### src/rtl/seg7_scan_driver.sv
// Time-multiplexed hex driver for an NDIGITS-digit 7-segment display.
// A frame-synchronised display copy is scanned one digit per slot, with a dead cycle between slots.
module seg7_scan_driver #(
  parameter int NDIGITS        = 4,
  parameter int CLK_DIV        = 50000,
  parameter int BLINK_FRAMES   = 64,
  parameter int SEG_ACTIVE_LOW = 1,
  parameter int AN_ACTIVE_LOW  = 1
) (
  input  logic                   clk,
  input  logic                   rst_n,
  input  logic [4*NDIGITS-1:0]   value,
  input  logic [NDIGITS-1:0]     dp_in,
  input  logic                   load,
  input  logic                   blank_lz,
  input  logic [NDIGITS-1:0]     blink_en,
  output logic [6:0]             seg,
  output logic                   dp,
  output logic [NDIGITS-1:0]     an
);

  localparam int PW = (CLK_DIV > 1) ? $clog2(CLK_DIV) : 1;
  localparam int IW = (NDIGITS > 1) ? $clog2(NDIGITS) : 1;
  localparam int BW = (BLINK_FRAMES > 1) ? $clog2(BLINK_FRAMES) : 1;

  localparam logic [6:0]         SEG_OFF = (SEG_ACTIVE_LOW != 0) ? 7'h7F : 7'h00;
  localparam logic               DP_OFF  = (SEG_ACTIVE_LOW != 0);
  localparam logic [NDIGITS-1:0] AN_OFF  = (AN_ACTIVE_LOW != 0) ? {NDIGITS{1'b1}} : {NDIGITS{1'b0}};

  // Active-low gfedcba pattern for one hex nibble.
  function automatic logic [6:0] hex_glyph(input logic [3:0] nib);
    logic [6:0] g;
    case (nib)
      4'h0: g = 7'b1000000;
      4'h1: g = 7'b1111001;
      4'h2: g = 7'b0100100;
      4'h3: g = 7'b0110000;
      4'h4: g = 7'b0011001;
      4'h5: g = 7'b0010010;
      4'h6: g = 7'b0000010;
      4'h7: g = 7'b1111000;
      4'h8: g = 7'b0000000;
      4'h9: g = 7'b0010000;
      4'hA: g = 7'b0001000;
      4'hB: g = 7'b0000011;
      4'hC: g = 7'b1000110;
      4'hD: g = 7'b0100001;
      4'hE: g = 7'b0000110;
      default: g = 7'b0001110;
    endcase
    return g;
  endfunction

  logic [PW-1:0]          presc;
  logic [IW-1:0]          idx;
  logic [BW-1:0]          bcnt;
  logic                   bphase;
  logic [4*NDIGITS-1:0]   stg_val;
  logic [NDIGITS-1:0]     stg_dp;
  logic [4*NDIGITS-1:0]   disp_val;
  logic [NDIGITS-1:0]     disp_dp;

  logic                   tick;
  logic                   frame_end;
  logic [NDIGITS-1:0]     lz_mask;
  logic                   upper_zero;
  logic [3:0]             cur_nib;
  logic                   cur_dp;
  logic                   cur_lz;
  logic                   cur_blink;
  logic [NDIGITS-1:0]     an_hot;
  logic                   cur_blank;

  assign tick      = (presc == PW'(CLK_DIV - 1));
  assign frame_end = tick && (idx == IW'(NDIGITS - 1));

  // Scan timing: prescaler, digit index, blink frame counter.
  always_ff @(posedge clk or negedge rst_n) begin
    if (!rst_n) begin
      presc  <= '0;
      idx    <= '0;
      bcnt   <= '0;
      bphase <= 1'b0;
    end else begin
      presc <= tick ? '0 : presc + 1'b1;
      if (tick)
        idx <= (idx == IW'(NDIGITS - 1)) ? '0 : idx + 1'b1;
      if (frame_end) begin
        if (bcnt == BW'(BLINK_FRAMES - 1)) begin
          bcnt   <= '0;
          bphase <= ~bphase;
        end else begin
          bcnt <= bcnt + 1'b1;
        end
      end
    end
  end

  // Staging takes every load; the display copy only changes at the frame boundary.
  always_ff @(posedge clk or negedge rst_n) begin
    if (!rst_n) begin
      stg_val  <= '0;
      stg_dp   <= '0;
      disp_val <= '0;
      disp_dp  <= '0;
    end else begin
      if (load) begin
        stg_val <= value;
        stg_dp  <= dp_in;
      end
      if (frame_end) begin
        disp_val <= load ? value : stg_val;
        disp_dp  <= load ? dp_in : stg_dp;
      end
    end
  end

  // A digit is a leading zero when it and every more-significant nibble are zero.
  always_comb begin
    upper_zero = 1'b1;
    lz_mask    = '0;
    for (int i = NDIGITS - 1; i >= 1; i--) begin
      upper_zero = upper_zero & (disp_val[4*i +: 4] == 4'h0);
      lz_mask[i] = blank_lz & upper_zero;
    end
  end

  always_comb begin
    cur_nib   = '0;
    cur_dp    = 1'b0;
    cur_lz    = 1'b0;
    cur_blink = 1'b0;
    an_hot    = '0;
    for (int i = 0; i < NDIGITS; i++) begin
      if (idx == IW'(i)) begin
        cur_nib   = disp_val[4*i +: 4];
        cur_dp    = disp_dp[i];
        cur_lz    = lz_mask[i];
        cur_blink = blink_en[i];
        an_hot[i] = 1'b1;
      end
    end
  end

  assign cur_blank = (cur_blink & bphase) | cur_lz;

  // Output register stage; prescaler 0 is the dead cycle after each tick.
  always_ff @(posedge clk or negedge rst_n) begin
    if (!rst_n) begin
      seg <= SEG_OFF;
      dp  <= DP_OFF;
      an  <= AN_OFF;
    end else if (presc == '0) begin
      seg <= SEG_OFF;
      dp  <= DP_OFF;
      an  <= AN_OFF;
    end else begin
      an  <= (AN_ACTIVE_LOW != 0) ? ~an_hot : an_hot;
      seg <= cur_blank ? SEG_OFF
           : ((SEG_ACTIVE_LOW != 0) ? hex_glyph(cur_nib) : ~hex_glyph(cur_nib));
      dp  <= (SEG_ACTIVE_LOW != 0) ? ~(cur_dp & ~cur_blank) : (cur_dp & ~cur_blank);
    end
  end

endmodule
### config.mk
export PLATFORM = sky130hd
export DESIGN_NAME = seg7_scan_driver
export DESIGN_NICKNAME = d
export VERILOG_FILES = /design/src/rtl/seg7_scan_driver.sv
export SDC_FILE = /design/constraint.sdc
export NUM_CORES = 1
export LEC_CHECK = 0
export ABC_CLOCK_PERIOD_IN_PS = 3300
export BUFFER_PORTS_ARGS = -buffer_cell sky130_fd_sc_hd__buf_2
export CAP_MARGIN = 25
export CORE_UTILIZATION = 40
export CTS_BUF_LIST = sky130_fd_sc_hd__clkbuf_16
export CTS_CLUSTER_DIAMETER = 30
export CTS_CLUSTER_SIZE = 10
export DETAILED_ROUTE_END_ITERATION = 16
export GPL_ROUTABILITY_DRIVEN = 0
export PLACE_DENSITY = 0.55
export SLEW_MARGIN = 10
export SYNTH_ARGS = -nofsm -noshare
export SYNTH_HDL_FRONTEND = slang
export SYNTH_SLANG_ARGS = --single-unit
### constraint.sdc
create_clock -name clk -period 3.3 [get_ports clk]
set_clock_uncertainty 0.15 [all_clocks]
set_input_delay 0.165 -clock clk [delete_from_list [all_inputs] [get_ports clk]]
set_output_delay 0.165 -clock clk [all_outputs]
set_load 0.005 [all_outputs]
After elaboration in Yosys (flattened, before gate mapping)
Memories as Yosys holds them, arrays and structs flattened. Cells that the tools add are included.

Equality and inequality tests: 5. Bitwise operators: 12. Mux-type cells: 28. Reductions and logical operators: 7. Add/subtract/negate cells: 3.

Operators with widths (number): 16-bit 2-to-1 mux (2); 4-bit 2-to-1 mux (6); 16-bit by 1-bit adder with 16-bit output (second input constant) (1); 16-bit == test (second input constant) (1); 16-bit zero test (1); 1-bit 2-to-1 mux (16); 7-bit 2-to-1 mux (2); 4-bit zero test (3); 1-bit bitwise AND (7); 6-bit by 1-bit adder with 6-bit output (second input constant) (1); 6-bit == test (second input constant) (1); 6-bit 2-to-1 mux (1); 2-bit == test (second input constant) (2); 4-bit inverter (1); 1-bit inverter (3); 2-bit by 1-bit adder with 2-bit output (second input constant) (1); 2-bit by 1-bit == test with 1-bit output (second input constant) (1); 2-bit zero test (1); 2-bit 2-to-1 mux (1); 2-bit AND reduction (1); 1-bit logical AND (1); 1-bit OR (1).

Logic and storage cells: 67. ROM bits: 112. Flip-flop bits (word level): 77. Output and inout bits: 12. Memories: 1.

Memory list: (no name shown) (depth 16, width 7, read ports 1, clocked after Yosys merged registers in 0, write ports 0, RTL line 33) `case (nib)`.

Depth between registers and ports, before layout
Word-level depth: 12. Depth in mapped cells: 11. Mapped depth without buffers: 10.

Worst setup path after synthesis
OpenSTA, ideal clock, no wires.

Path kind: register -> register. From: register idx[0]. To: register seg[3]. Required time: 3073 ps. Data arrival time: 2094 ps. Stages on the path, launching flop included: 11. Period minus slack after synthesis: 2321 ps. Setup slack: 979 ps. Setup time: 77 ps. Cells stage by stage: dfrtp_1 -> inv_1 -> ha_1 -> clkbuf_1 -> nand2b_1 -> o221ai_1 -> inv_1 -> ha_1 -> o21ai_0 -> nand3_1 -> a21o_1.

Cells in the longest elaborated chain, start to end: 9. Elaborated cells on any way between the ends: 20. Those cells by class: eq/ne (3); mux (13); bitwise (2); reduce/logical (1); memory (1).

RTL lines: start: declaration (RTL line 55) `logic [IW-1:0] idx;`; start signal: assignment (RTL line 87) `idx <= (idx == IW'(NDIGITS - 1)) ? '0 : idx + 1'b1;`; branches (longest 7 deep; another with memory 16 x 7 bit); 7-bit 2-to-1 mux (*) (RTL line 159) `seg <= cur_blank ? SEG_OFF`; 7-bit 2-to-1 mux (*) (RTL line 153) `end else if (presc == '0) begin`; end signal: assignment (RTL line 159); end: declaration (RTL line 17) `output logic [6:0] seg,`.

Mark *: on every way between the ends. A chain may end at the register's enable or synchronous reset.

Final worst setup path
Ends and elaborated chain as after synthesis.

==> flow_summary.ini <==
[grt]
groute.usage.overall_pct = 16.5
grt_use_met1_pct = 23.1
grt_pass1_vias = 2472
grt_max_degree = 78
grtUsageMet2_pct = 25.4
top_usage_layer = met2
grt_remaining_overflow = 0
antenna_found_initial = 0
grt_pass1_wl_um = 12500
grt_util_met3_pct = 3.01

[detailed_routing]
drt-total-wl_um = 7310
vias = 2495
drt_iter0_markers = 70
drc = 3
routedWlPerCell_um = 15.1
detail_route.first_pass.iterations = 10
ant_nets = 0
via_per_inst = 5.17

[clock_network]
post_cts_buffers = 0
clock_latency_ns = 0.33
cts_buffers = 9
root_buffer = clkbuf_16
clock_sinks = 77
clkTransAtPathRegs_ns = 0.06
cts_tree = yes
clock_path_buffers = 2
post_cts_resized = 0
h-tree-depth = 3

[run]
cap_violations = 0

[floorplanning]
die_w_um = 98.3
rows = 34
core_region_area_um2 = 8850
initial_utilization_pct = 42.0
die_area_um2 = 9670
pin_count = 40
fp.dieH_um = 98.3

[logic_synthesis]
syn-instance-count = 306
synth_edf_count = 0
syn-cell-area_um2 = 3710
ys.flop_type = dfrtp_1
synth_async_sr_flop_share_pct = 100
syn_nets = 347
synth.avg_cell_area_um2 = 12.1
synth_warnings = 0
synth_seq_area_share_pct = 52.3
synth_seq_cells = 77
synthDistinctLibCells = 49

[critical_path]
cp_data_arrival_time_ns = 2.86
cp_max_fo = 13
startpoint_type = register
cp_data_required_time_ns = 3.41
end_kind = register
r2r_slack_ns = 0.55
setup.worst_path.class = register to register

[sta]
relSlewSlack_pct = 52.5
max_freq_ghz = 0.363
whs_ns = 0.123
drv_slew = 0
worstMarginPinSlew_ns = 0.713
hold_viol = 0
period_share_pct = 83.4
rsz0062_at_grt = false
setup_viol = 0
tns_ns = 0
fin_ws_ns = 0.548
min_period_ns = 2.75

[outcome]
status = finished, violations left
violations = DRC

[placed_design]
io_buffers = 39
dpl.hpwl_um = 4930
dp_worst_setup_slack_ns = 0.564

[pwr]
ir_worst_vdd_uv = 226
pwr_density_cell_nw_per_um2 = 501
leakage_nw = 2.12
p_total_mw = 2.28

[final_layout]
diodes = 0
final_common_cell = dfrtp_1
nNetsFinal = 411
multi_input_area_um2 = 1660
regArea_um2 = 1940
synthToLayoutAreaGrowth_pct = 22.5
fill_cells = 789
final_util_pct = 51.4
layout-drive-gt1-share_pct = 30.7
most-common-layout-cells = dfrtp_1 (65), buf_2 (38), mux2_2 (27)

[worst_hold_path]
min_path_type = input pin to asynchronous set/reset pin
-- Yosys cell counts (3+ instances only) --
master	number	area share, %
dfrtp_1	65	44
mux2_2	27	8.2
nand2_1	23	2.3
nor2_1	19	1.9
nand3_1	18	2.4
mux2_4	14	5.7
ha_1	13	4.4
dfstp_2	12	8.5
inv_1	10	1.0
xor2_1	10	2.4
o211ai_1	8	1.6
nor3_1	7	0.94
o21ai_0	7	0.94
xnor2_1	7	1.7
a21oi_1	6	0.81
buf_6	5	1.5
nand4_1	4	0.67
and3_1	3	0.51
clkbuf_1	3	0.30
mux2i_1	3	0.81
nand2b_1	3	0.51
nand3b_1	3	0.61
o21a_1	3	0.61
-- flip-flops by register name, summed over array words and instances (netlist names) --
register and count:
dp 1, bcnt 6, disp_dp 4, an 4, presc 16, stg_val 16, seg 7, disp_val 16
bphase 1, stg_dp 4, idx 2
-- worst max-delay path: stages (launching register included) --
cell and delay, ns:
dfrtp_1 0.37, ha_1 0.49, inv_1 0.22, o221ai_1 0.63, inv_1 0.14, ha_1 0.28, o21ai_0 0.11, nand3_1 0.10
a21o_1 0.19
-- metal layers --
metal	routed length [µm]	part of all wire, %	vias up
li1	-	-	1214
met3	235	3.2	9
met2	3440	47	42
met1	3530	48	1230
met4	106	1.5	0
met5	0	0	-
-- per-stage QoR --
stage	area (µm²)	std cells
final	4550	483
after CTS	4520	482
after detailed placement	3980	445
after floorplan	3710	306
after global routing	4550	483
after global placement	3980	445
-- layout make-up --
| type | instances | area share (%) |
|---|---|---|
| Clock buffer | 9 | 4.95 |
| Clock inverter | 7 | 2.34 |
| Inverter | 10 | 0.825 |
| Multi-Input combinational cell | 210 | 36.5 |
| Sequential cell | 77 | 42.7 |
| Tap cell | 108 | 2.97 |
| Timing Repair Buffer | 62 | 9.74 |
-- power by group --
part | switching, mW | internal (mW)
registers | 0.0174 | 0.995
logic | 0.0755 | 0.0901
clock network | 0.370 | 0.729
total | 0.463 | 1.81
-- cells by family after synthesis --
| family | share of synthesized area (%) |
|---|---|
| flops | 52.3 |
| fa+ha+maj | 4.38 |
| mux | 14.7 |
| xor+xnor | 4.01 |
| buf+inv | 2.97 |
| compound gates | 7.35 |
| simple gates | 14.3 |
-- worst paths after layout --
kind	from	to	cells after the start
max in group asynchronous	rst_n	dp$_DFF_PN1_	3
worst min-delay path	rst_n	stg_val[4]$_DFF_PN0_	2
min in group clk	blank_lz	seg[3]$_DFF_PN1_	4
worst min register to register	bcnt[4]$_DFFE_PN0P_	bcnt[4]$_DFFE_PN0P_	1
worst max-delay path	idx[0]$_DFFE_PN0N_	seg[3]$_DFF_PN1_	8
worst max register to register	idx[0]$_DFFE_PN0N_	seg[3]$_DFF_PN1_	8
-- timing repair --
item	CTS	global route
setup endpoints to repair	0	0
endpoints found under the hold margin	85	0
hold buffers	21	0
Power figures use the tool's default switching activity.
